[src/rtl/filtro_temperatura.sv]
// filtro_temperatura: conditions raw temperature sensor samples for the monitor.
// Adds a calibration offset, rejects step glitches once the window is full,
// averages over a 2^LOG2_VENTANA sliding window and clamps to a signed 11-bit range.
// A run of MAX_RECHAZOS consecutive rejections latches a sensor fault until reset.
module filtro_temperatura #(
    parameter int ANCHO_CRUDO  = 12,
    parameter int LOG2_VENTANA = 2,
    parameter int LIMITE_SALTO = 64,
    parameter int MAX_RECHAZOS = 3
) (
    input  logic                   clk,
    input  logic                   rst,
    input  logic                   muestra_valida,
    input  logic [ANCHO_CRUDO-1:0] muestra_cruda,
    input  logic [7:0]             offset_cal,
    output logic [10:0]            temp_entrada,
    output logic                   temp_valida,
    output logic                   falla_sensor,
    output logic [1:0]             estado_filtro
);

    localparam int VENT = 1 << LOG2_VENTANA;
    localparam int W_C  = ANCHO_CRUDO + 1;          // corrected sample width
    localparam int W_S  = W_C + LOG2_VENTANA;       // running sum width
    localparam int W_N  = LOG2_VENTANA + 1;         // fill counter width
    localparam int W_R  = $clog2(MAX_RECHAZOS + 1); // rejection counter width

    localparam logic [1:0] LLENANDO = 2'b00;
    localparam logic [1:0] ACTIVO   = 2'b01;
    localparam logic [1:0] FALLA    = 2'b10;

    localparam logic signed [W_C-1:0] SAT_MAX = W_C'(1023);
    localparam logic signed [W_C-1:0] SAT_MIN = -W_C'(1024);

    // Registered state
    logic [1:0]            estado_q, estado_d;
    logic [W_N-1:0]        cnt_q, cnt_d;
    logic [W_R-1:0]        rech_q, rech_d;
    logic signed [W_C-1:0] ultima_q;
    logic signed [W_C-1:0] ventana_q [VENT];
    logic signed [W_S-1:0] suma_q, suma_d;
    logic                  pend_q;
    logic [10:0]           temp_q;
    logic                  valida_q;

    // Corrected sample; one extra bit makes the addition overflow-free
    logic signed [W_C-1:0] corr;
    assign corr = $signed({muestra_cruda[ANCHO_CRUDO-1], muestra_cruda})
                + $signed({{(W_C-8){offset_cal[7]}}, offset_cal});

    // Step magnitude against the last accepted sample
    logic signed [W_C:0] dif;
    logic        [W_C:0] mag;
    logic                dentro;
    assign dif    = $signed({corr[W_C-1], corr}) - $signed({ultima_q[W_C-1], ultima_q});
    assign mag    = dif[W_C] ? (~dif + 1'b1) : dif;
    assign dentro = (mag <= (W_C+1)'(LIMITE_SALTO));

    logic acepta, rechaza, sale, ultimo_llenado, ultimo_rechazo;
    assign ultimo_llenado = (cnt_q == W_N'(VENT - 1));
    assign ultimo_rechazo = (rech_q == W_R'(MAX_RECHAZOS - 1));
    assign acepta  = muestra_valida && ((estado_q == LLENANDO) || ((estado_q == ACTIVO) && dentro));
    assign rechaza = muestra_valida && (estado_q == ACTIVO) && !dentro;
    assign sale    = acepta && ((estado_q == ACTIVO) || ultimo_llenado);

    // Next-state, counter and running-sum logic
    always_comb begin
        estado_d = estado_q;
        cnt_d    = cnt_q;
        rech_d   = rech_q;
        suma_d   = suma_q;
        if (acepta) begin
            // Oldest entry is still zero while filling, so one formula covers both states
            suma_d = suma_q
                   + $signed({{LOG2_VENTANA{corr[W_C-1]}}, corr})
                   - $signed({{LOG2_VENTANA{ventana_q[VENT-1][W_C-1]}}, ventana_q[VENT-1]});
            rech_d = '0;
            if (estado_q == LLENANDO) begin
                cnt_d = cnt_q + 1'b1;
                if (ultimo_llenado)
                    estado_d = ACTIVO;
            end
        end else if (rechaza) begin
            rech_d = rech_q + 1'b1;
            if (ultimo_rechazo)
                estado_d = FALLA;
        end
    end

    // Decision stage: window shift, sum, counters and FSM
    always_ff @(posedge clk) begin
        if (rst) begin
            estado_q <= LLENANDO;
            cnt_q    <= '0;
            rech_q   <= '0;
            ultima_q <= '0;
            suma_q   <= '0;
            pend_q   <= 1'b0;
            for (int i = 0; i < VENT; i++)
                ventana_q[i] <= '0;
        end else begin
            estado_q <= estado_d;
            cnt_q    <= cnt_d;
            rech_q   <= rech_d;
            suma_q   <= suma_d;
            pend_q   <= sale;
            if (acepta) begin
                ultima_q     <= corr;
                ventana_q[0] <= corr;
                for (int i = 1; i < VENT; i++)
                    ventana_q[i] <= ventana_q[i-1];
            end
        end
    end

    // Average is the sum with its low bits dropped: a floor division by the window size
    logic signed [W_C-1:0] media;
    logic [10:0]           saturada;
    assign media = suma_q[W_S-1:LOG2_VENTANA];

    // Clamp the average to the monitor's input range
    always_comb begin
        saturada = media[10:0];
        if (media > SAT_MAX)
            saturada = SAT_MAX[10:0];
        else if (media < SAT_MIN)
            saturada = SAT_MIN[10:0];
    end

    // Output stage: registers the average one edge after the accepting sample
    always_ff @(posedge clk) begin
        if (rst) begin
            temp_q   <= '0;
            valida_q <= 1'b0;
        end else begin
            valida_q <= pend_q;
            if (pend_q)
                temp_q <= saturada;
        end
    end

    assign temp_entrada  = temp_q;
    assign temp_valida   = valida_q;
    assign falla_sensor  = (estado_q == FALLA);
    assign estado_filtro = estado_q;

endmodule

[config.mk]
export PLATFORM = sky130hd
export DESIGN_NAME = filtro_temperatura
export DESIGN_NICKNAME = d
export VERILOG_FILES = /design/src/rtl/filtro_temperatura.sv
export SDC_FILE = /design/constraint.sdc
export NUM_CORES = 1
export LEC_CHECK = 0
export ABC_AREA = 1
export BUFFER_PORTS_ARGS = -buffer_cell sky130_fd_sc_hd__clkbuf_2
export CORE_AREA = 2 2 106 108
export DETAILED_ROUTE_END_ITERATION = 10
export DIE_AREA = 0 0 108 110
export GPL_ROUTABILITY_DRIVEN = 0
export PLACE_DENSITY = 0.78
export SYNTH_ARGS = -nofsm -noshare
export SYNTH_HDL_FRONTEND = slang
export SYNTH_SLANG_ARGS = --single-unit
[constraint.sdc]
create_clock -name clk -period 16.8 [get_ports clk]
set_clock_uncertainty 0.1 [all_clocks]
set_input_delay 3.36 -clock clk [delete_from_list [all_inputs] [get_ports clk]]
set_output_delay 3.36 -clock clk [all_outputs]
set_load 0.01 [all_outputs]
==> Word level (Yosys, flattened, before mapping) <==
Memory sizes are Yosys's and may differ from the RTL's.
Index checks and enable logic that the tools add are counted.
{ "totals": {"reg_bits": 48, "latchBits": 0, "mem_bits_rw": 52, "romBits": 0, "out_inout_bits": 15, "elab_cells": 61, "n_memories": 1} }
{ "mem_list": {"columns": ["name", "words", "width", "rd", "rd_ports_with_merged_regs", "wr", "line", "source"], "rows": [
  ["ventana_q", 4, 13, 4, 0, 4, "40", "logic signed [W_C-1:0] ventana_q [VENT];"]
]} }
{ "op_classes": {"add_sub_neg": 7, "multipliers": 0, "n_div": 0, "n_lt_le_gt_ge": 3, "eq_ne": 6, "shift": 0, "mux": 17, "bitwise_logic": 5, "reduce_logical": 14} }
{ "op_table": {"columns": ["cell", "n"], "rows": [
  ["13-bit two-way mux", 4],
  ["11-bit two-way mux", 2],
  ["15-bit by 13-bit adder with 15-bit output", 1],
  ["15-bit by 13-bit subtractor with 15-bit output", 1],
  ["14-bit by 1-bit adder with 14-bit output, second input constant", 1],
  ["14-bit by 7-bit <= comparator with 1-bit output, second input constant", 1],
  ["14-bit two-way mux", 1],
  ["14-bit NOT", 1],
  ["13-bit by 13-bit subtractor with 14-bit output", 1],
  ["12-bit by 8-bit adder with 13-bit output", 1],
  ["13-bit by 11-bit greater-than comparator with 1-bit output, second input constant", 1],
  ["13-bit by 11-bit < comparator with 1-bit output, second input constant", 1],
  ["2-bit two-way mux", 5],
  ["1-bit logical AND", 5],
  ["1-bit two-way mux", 5],
  ["2-bit == test, second input constant", 2],
  ["2-bit by 1-bit != test with 1-bit output, second input constant", 2],
  ["1-bit OR", 4],
  ["4-bit AND reduction", 1],
  ["2-bit nonzero test", 2],
  ["3-bit by 1-bit adder with 3-bit output, second input constant", 1],
  ["3-bit by 2-bit == test with 1-bit output, second input constant", 1],
  ["2-bit by 1-bit adder with 2-bit output, second input constant", 1],
  ["2-bit by 1-bit == test with 1-bit output, second input constant", 1],
  ["5 further kinds", 6]
]} }

==> Depth between registers and ports, before layout <==
Gate-level depths: netlist (run 1).
{ "depth": {"ltp_word": 13, "mapped_depth": 30} }

==> Worst setup path before layout (run 1) <==
Ideal clock, no wire load.
{ "synth_timing": {"path_type": "input port to flip-flop", "start": "input muestra_cruda[0]", "end": "memory ventana_q[0][0] (netlist bit), enable pin", "setup_time_ns": 0.389, "t_arrival_ns": 7.163, "slack_ns": 9.148, "cell_stages": 26, "path_cell_list": "ha_1 > fa_1 > nand3_1 > nand2_1 > a21oi_1 > o21ai_0 > xor2_1 > inv_1 > ha_1 > nand2_1 > nand2_1 > nand3_1 > nand2_1 > nor2_1 > nand2_1 > nand2_1 > nand2_1 > buf_4 > nand3_1 > nand3_1 > nor2_1 > nand2_1 > nor2_4 > nand3_4 > nand3_2 > buf_2"} }
{ "synth_lines": {"columns": ["element", "line", "source"], "rows": [
  ["start: declaration", "14", "input logic [ANCHO_CRUDO-1:0] muestra_cruda,"],
  ["end: declaration", "40", null]
]} }

==> flow_summary.toml, run 1 <==
[status]
status = "completed"

[synthesis]
ys_warn_count = 0
syn_inst = 775
ys_seq_elements = 100
syn_avg_cell_area_um2 = 8.12
syn_nets = 857
synth_area_mm2 = 0.00629
synth_cell_types = 40
yosysSeqAreaShare_pct = 40.1

[routing]
dr.pass1.iters = 6
wl_met2_mm = 7.15
met3_length_um = 842
drt-initial-drc-count = 506
wl_per_cell_um = 14.5
via_per_inst = 5.56
met1_length_mm = 5.43
ant_nets = 0
top_layer_used = "met4"
wl_mm = 13.9
vias = 5312
drc = 0

[worst_setup_path]
cp-start-kind = "input pin"
worstPathRequired_ns = 16.71
cp.arrival_ns = 7.98
crit_top_cell = "nand2_1"
max_stage_delay_ns = 0.60
crit_path_end_kind = "flip-flop"
critPathMaxFanout = 64
crit_path_top_delay_cell = "buf_4"
path_class = "in2reg"

[timing]
rsz0062_at_grt = "no"
slew_viol_final = 0
setup_ws_ns = 8.72
setup_viol = 0
fin_crit_sh_pct = 48.1
finalCriticalPeriod_ns = 8.08
slew_headroom_pct = 38.4
finalSetupTns_ns = 0
final_hold_viol_count = 0
holdWs_ns = 0.370
worstMarginPinSlew_ns = 0.917
fmax_ghz = 0.124

[power]
p_leak_uw = 0.00317
p_int_uw = 515
switching_power_uw = 403
seqPwrFrac_pct = 33.0
switching_share_pct = 43.9
clockPowerShare_pct = 16.4
peakVddDrop_mv = 0.0877
power_density_mw_per_mm2 = 136
power_frac_comb_pct = 50.6

[clocking]
post_cts_buffers = 0
hold_buffers = 0
root_buffer = "clkbuf_8"
clkLatencyLatePin_ns = 0.37
cts_buffer_depth = 2
cts_tree = "built"
cts_max_level = 3
cts.sinks = 100
clkTransAtPathRegs_ns = 0.10
cts-buffers-inserted = 9
cts_resized = 0

[global_route]
track_usage_pct = 24.8
grt_pass1_vias = 5063
grt_antenna_before_repair = 0
grt_max_degree = 65
grt_pass1_wl_mm = 22.7
grt-ovfl-total = 0

[cells_and_area]
area_growth_pct = 7.36
design_area_mm2 = 0.00676
n_antenna_cell = 0
fin_cells = 955
fin_nets = 892
drive_gt1_share_pct = 9.20

[floorplan]
die_area_mm2 = 0.0119
rows = 38
ios = 38
core-area_mm2 = 0.0107
die_h_um = 110
fp.dieW_um = 108
start_util_pct = 58.8

[placed_design]
place_area_mm2 = 0.00656
dpl.hpwl_mm = 10.4
place_inst = 939
numPortBuffers = 37
pre_cts_ws_ns = 8.44

[run]
cap_violations = 0

[hold_path]
hp-class = "reg2reg"
worst max-delay path: cells and delay by family:
kind / cells / cell delay, ns
and+or+nand+nor: 16 / 2.06
buffers and inverters: 4 / 1.02
AOI/OAI and AO/OA: 3 / 0.64
adders and majority gates: 2 / 0.83
layer usage:
metal  track usage [%]  up-vias
li1                  -     2581
met1              28.4     2495
met2              45.2      189
met3              4.76       47
met4              11.3        0
met5                 0        -
cell type report:
cell class / instances / area [um^2]
Fill cell: 896 / 3940
Multi-Input combinational cell: 513 / 3110
Sequential cell: 100 / 2520
Inverter: 147 / 552
Timing Repair Buffer: 39 / 200
Tap cell: 140 / 175
Clock buffer: 9 / 124
Clock inverter: 7 / 67.6
cells in the final DEF (no fill, tap or decap), types with 8 or more instances in the layout:
cell,count
a21oi_1,50
clkbuf_2,37
clkbuf_8,9
dfxtp_1,48
edfxtp_1,52
fa_1,16
ha_1,43
inv_1,145
nand2_1,145
nand3_1,49
nand4_1,18
nor2_1,74
o21ai_0,39
o21ai_1,8
o21ai_2,9
xnor2_1,11
xor2_1,20
cell usage after synthesis:
master     count  area share (%)
inv_1        145             8.6
fa_1          16             5.1
dfxtp_1       48              15
nand4_1       18             1.8
inv_2          1           0.060
a22oi_1        1            0.12
o31ai_1        1            0.12
o21ai_0       39             3.1
ha_1          43             8.6
buf_4          2            0.24
nor2_1        74             4.4
xor2_1        20             2.8
buf_2          2            0.16
nand3_2        1            0.16
buf_6          5            0.89
o21bai_1       2            0.24
clkbuf_1       6            0.36
a21o_1         2            0.24
clkinv_1       1           0.060
nor2_4         1            0.18
o2111ai_1      1            0.14
nand2_4        2            0.36
nand3_1       49             3.9
a21oi_1       50             4.0
nand2_1      145             8.6
a31oi_1        2            0.20
o21ai_2        9             1.3
nor3_1         6            0.48
nand3_4        1            0.28
a31o_2         1            0.14
edfxtp_1      52              25
nor2_2         1           0.099
a211oi_1       1            0.12
o21ai_1        8            0.64
xnor2_1       11             1.5
nand3b_1       2            0.24
a21oi_2        2            0.28
a221oi_1       1            0.14
nand2_2        2            0.20
nor4_1         1           0.099
power groups by stage:
stage	registers (uW)	clock network (uW)	logic [uW]
detailed placement	308	0	452
global route	307	163	520
global placement	308	0	436
finish	303	150	464
floorplan	303	0	366
CTS	303	152	457
final timing paths:
path | depth (start not counted) | endpoint | from | slack (ns)
max | 25 | ventana_q[0][1] | offset_cal[7] | 8.72
min | 2 | temp_entrada[8] | temp_entrada[8] | 0.37
max reg2reg | 21 | ventana_q[0][1] | ultima_q[0] | 12.78
min reg2reg | 2 | temp_entrada[8] | temp_entrada[8] | 0.37
state kept, by name, summed over array words and instances (netlist names):
name           flops
pend_q             1
ventana_q         52
cnt_q              3
ultima_q          13
temp_entrada      11
temp_valida        1
suma_q            15
estado_filtro      2
rech_q             2
through the flow:
stage | power (uW) | utilization, %
2_1_floorplan | 669 | -
3_3_place_gp | 744 | 61.4
3_5_place_dp | 760 | 61.4
4_1_cts | 912 | 63.1
5_1_grt | 990 | 63.1
6_report | 918 | 63.1
cells by family (layout without fill, tap and decap cells):
logic type               count (synthesis)  count (layout)  share of synthesized area [%]
buffers and inverters                  162             202                           10.4
AND/OR/NAND/NOR                        303             303                           20.8
XOR/XNOR                                31              31                           4.31
flip-flops                             100             100                           40.1
AO/OA/AOI/OAI                          120             120                           10.7
adder cells (fa/ha/maj)                 59              59                           13.6
Note: power is estimated with default switching activity, not from simulation.
==> inputs of run 2 (changes only) <==
--- a/config.mk
+++ b/config.mk
@@ -7,11 +7,11 @@
 export LEC_CHECK = 0
 export ABC_AREA = 1
 export BUFFER_PORTS_ARGS = -buffer_cell sky130_fd_sc_hd__clkbuf_2
-export CORE_AREA = 2 2 106 108
+export CORE_AREA = 2 2 110 112
 export DETAILED_ROUTE_END_ITERATION = 10
-export DIE_AREA = 0 0 108 110
+export DIE_AREA = 0 0 112 114
 export GPL_ROUTABILITY_DRIVEN = 0
-export PLACE_DENSITY = 0.78
+export PLACE_DENSITY = 0.76
 export SYNTH_ARGS = -nofsm -noshare
 export SYNTH_HDL_FRONTEND = slang
 export SYNTH_SLANG_ARGS = --single-unit
==> constraint.sdc (replaced) <==
create_clock -name clk -period 7.3 [get_ports clk]
set_clock_uncertainty 0.1 [all_clocks]
set_input_delay 1.46 -clock clk [delete_from_list [all_inputs] [get_ports clk]]
set_output_delay 1.46 -clock clk [all_outputs]
set_load 0.01 [all_outputs]
==> run 2 against run 1 <==
Effect of this change: clock-buffer cell count is the same; setup slack lost 7.3 ns; sequential cell count is the same; global-route usage shrank 3.2 points.
==> flow_summary.toml, run 2 (synthesis gave the netlist of run 1 again) <==
[timing]
fin_crit_sh_pct = 80.9
finalCriticalPeriod_ns = 5.90
holdWs_ns = 0.360
slew_headroom_pct = 39.4
fmax_ghz = 0.169
setup_viol = 0
final_hold_viol_count = 0
slew_viol_final = 0
rsz0062_at_grt = "no"
finalSetupTns_ns = 0
worstMarginPinSlew_ns = 0.903

[routing]
via_per_inst = 5.15
ant_nets = 0
drc = 0
wl_mm = 13.0
vias = 4967
dr.pass1.iters = 5
wl_per_cell_um = 13.5
drt-initial-drc-count = 302

[clocking]
clkTransAtPathRegs_ns = 0.07
cts-buffers-inserted = 9
cts_resized = 0
cts.sinks = 100
cts_tree = "built"
root_buffer = "clkbuf_16"
post_cts_buffers = 0
cts_max_level = 3
clkLatencyLatePin_ns = 0.34
cts_buffer_depth = 2
hold_buffers = 0

[hold_path]
hp-class = "reg2reg"
holdPathEnd = "temp_entrada[10]"
min_from = "pend_q"
hold-path-cell-count = 1

[global_route]
grt_pass1_vias = 4710
track_usage_pct = 21.6
grt_pass1_wl_mm = 22.1
grt_antenna_before_repair = 0
grt_max_degree = 55
grt-ovfl-total = 0

[cells_and_area]
largest-register = "ventana_q"
fin_nets = 895
n_fill_cell = 1080
multi_input_area_mm2 = 0.00311
n_antenna_cell = 0
drive_gt1_share_pct = 9.29
largest_reg_flops = 52
mostFrequentLayoutCells = "145 x inv_1, 145 x nand2_1, 74 x nor2_1"
top_regs = "ventana_q x52, suma_q x15, ultima_q x13"
area_growth_pct = 9.07
seqCellArea_mm2 = 0.00252
design_area_mm2 = 0.00686

[worst_setup_path]
critPathMaxFanout = 54
crit_start = "muestra_cruda[2]"
worstPathRequired_ns = 7.27
crit_path_end_kind = "flip-flop"
path_class = "in2reg"
regToRegStartpoint = "ultima_q[0]"
reg2reg_slack_ns = 3.60
rr_worst_depth = 20
cp-start-kind = "input pin"
cp.arrival_ns = 5.88
r2r-end = "ventana_q[0][44]"

[floorplan]
rows = 40
fp.dieW_um = 112
ios = 38
start_util_pct = 53.7
die_h_um = 114
die_area_mm2 = 0.0128
core-area_mm2 = 0.0117

[power]
p_leak_uw = 0.00322
power.total_uw = 2180
power_density_mw_per_mm2 = 317
peakVddDrop_mv = 0.219

[placed_design]
dpl.hpwl_mm = 10.0
numPortBuffers = 37
place_area_mm2 = 0.00660

[run]
cap_violations = 0

[status]
status = "completed"
[run 2: cell count changes in the layout (fill, tap and decap cells not counted)]
cell        previous run  this run
buf_4                  2         5
clkinvlp_2             0         1
inv_6                  2         1
clkinv_8               1         0
clkinvlp_4             1         0
clkinv_1               2         4
clkinv_4               0         2
clkbuf_8               9         0
clkbuf_16              0         9
inv_8                  2         0
[run 2: layout make-up]
cell class              count  share of cell area, %
clock buffers               9                   3.28
clock inverters             7                  0.620
flip-flops and latches    100                   36.8
repair buffers             42                   3.25
well taps                 147                   2.68
multi-input cells         513                   45.4
inverters                 147                   8.04
[run 2: metal layers]
metal	GRT usage [%]	share of wire, %	vias up
met5	0	0	-
met1	28.2	45	2255
met2	37.5	50	102
met4	5.77	1.4	0
li1	-	-	2591
met3	3.99	4.1	19
[run 2: how the worst max path moves through the flow]
stage / endpoint / slack [ns] / cells past startpoint
finish: ventana_q[0][44] / 1.40 / 27
global route: ventana_q[0][24] / 0.75 / 28
CTS: ventana_q[0][21] / 1.41 / 28
detailed placement: ventana_q[0][21] / 1.09 / 27
global placement: ventana_q[0][32] / 1.13 / 27
floorplan: ventana_q[0][0] / 1.55 / 26
[run 2: power breakdown]
| part | total, uW | leakage [uW] | switching, uW | internal, uW |
|---|---|---|---|---|
| clock network | 428 | 0.000128 | 199 | 229 |
| logic | 1050 | 0.00213 | 650 | 400 |
| registers | 698 | 0.000967 | 42.2 | 656 |
| total | 2180 | 0.00322 | 891 | 1280 |
[run 2: critical path, stage by stage]
cell,delay (ns)
clkbuf_2,0.08
ha_1,0.36
a21o_1,0.16
nand3_1,0.08
nand2_1,0.08
a21oi_1,0.06
o21ai_0,0.26
a21oi_1,0.11
o21bai_1,0.16
xor2_1,0.21
inv_1,0.14
ha_1,0.42
nand4_1,0.14
nor3_1,0.15
nand2_1,0.09
nand2_1,0.10
nand2_1,0.05
nand2_1,0.25
nand2_1,0.11
o21ai_0,0.16
nor2_1,0.05
nand3_1,0.06
nand2_1,0.11
nand3_4,0.23
nand2_4,0.19
nand2_4,0.49
nor2_1,0.09
[run 2: through the flow]
stage,util [%],instances,setup WS (ns)
6_report,58.6,965,1.40
5_1_grt,58.6,965,0.750
4_1_cts,58.6,965,1.41
3_5_place_dp,56.3,949,1.09
3_3_place_gp,56.3,949,1.13
2_1_floorplan,-,775,1.55
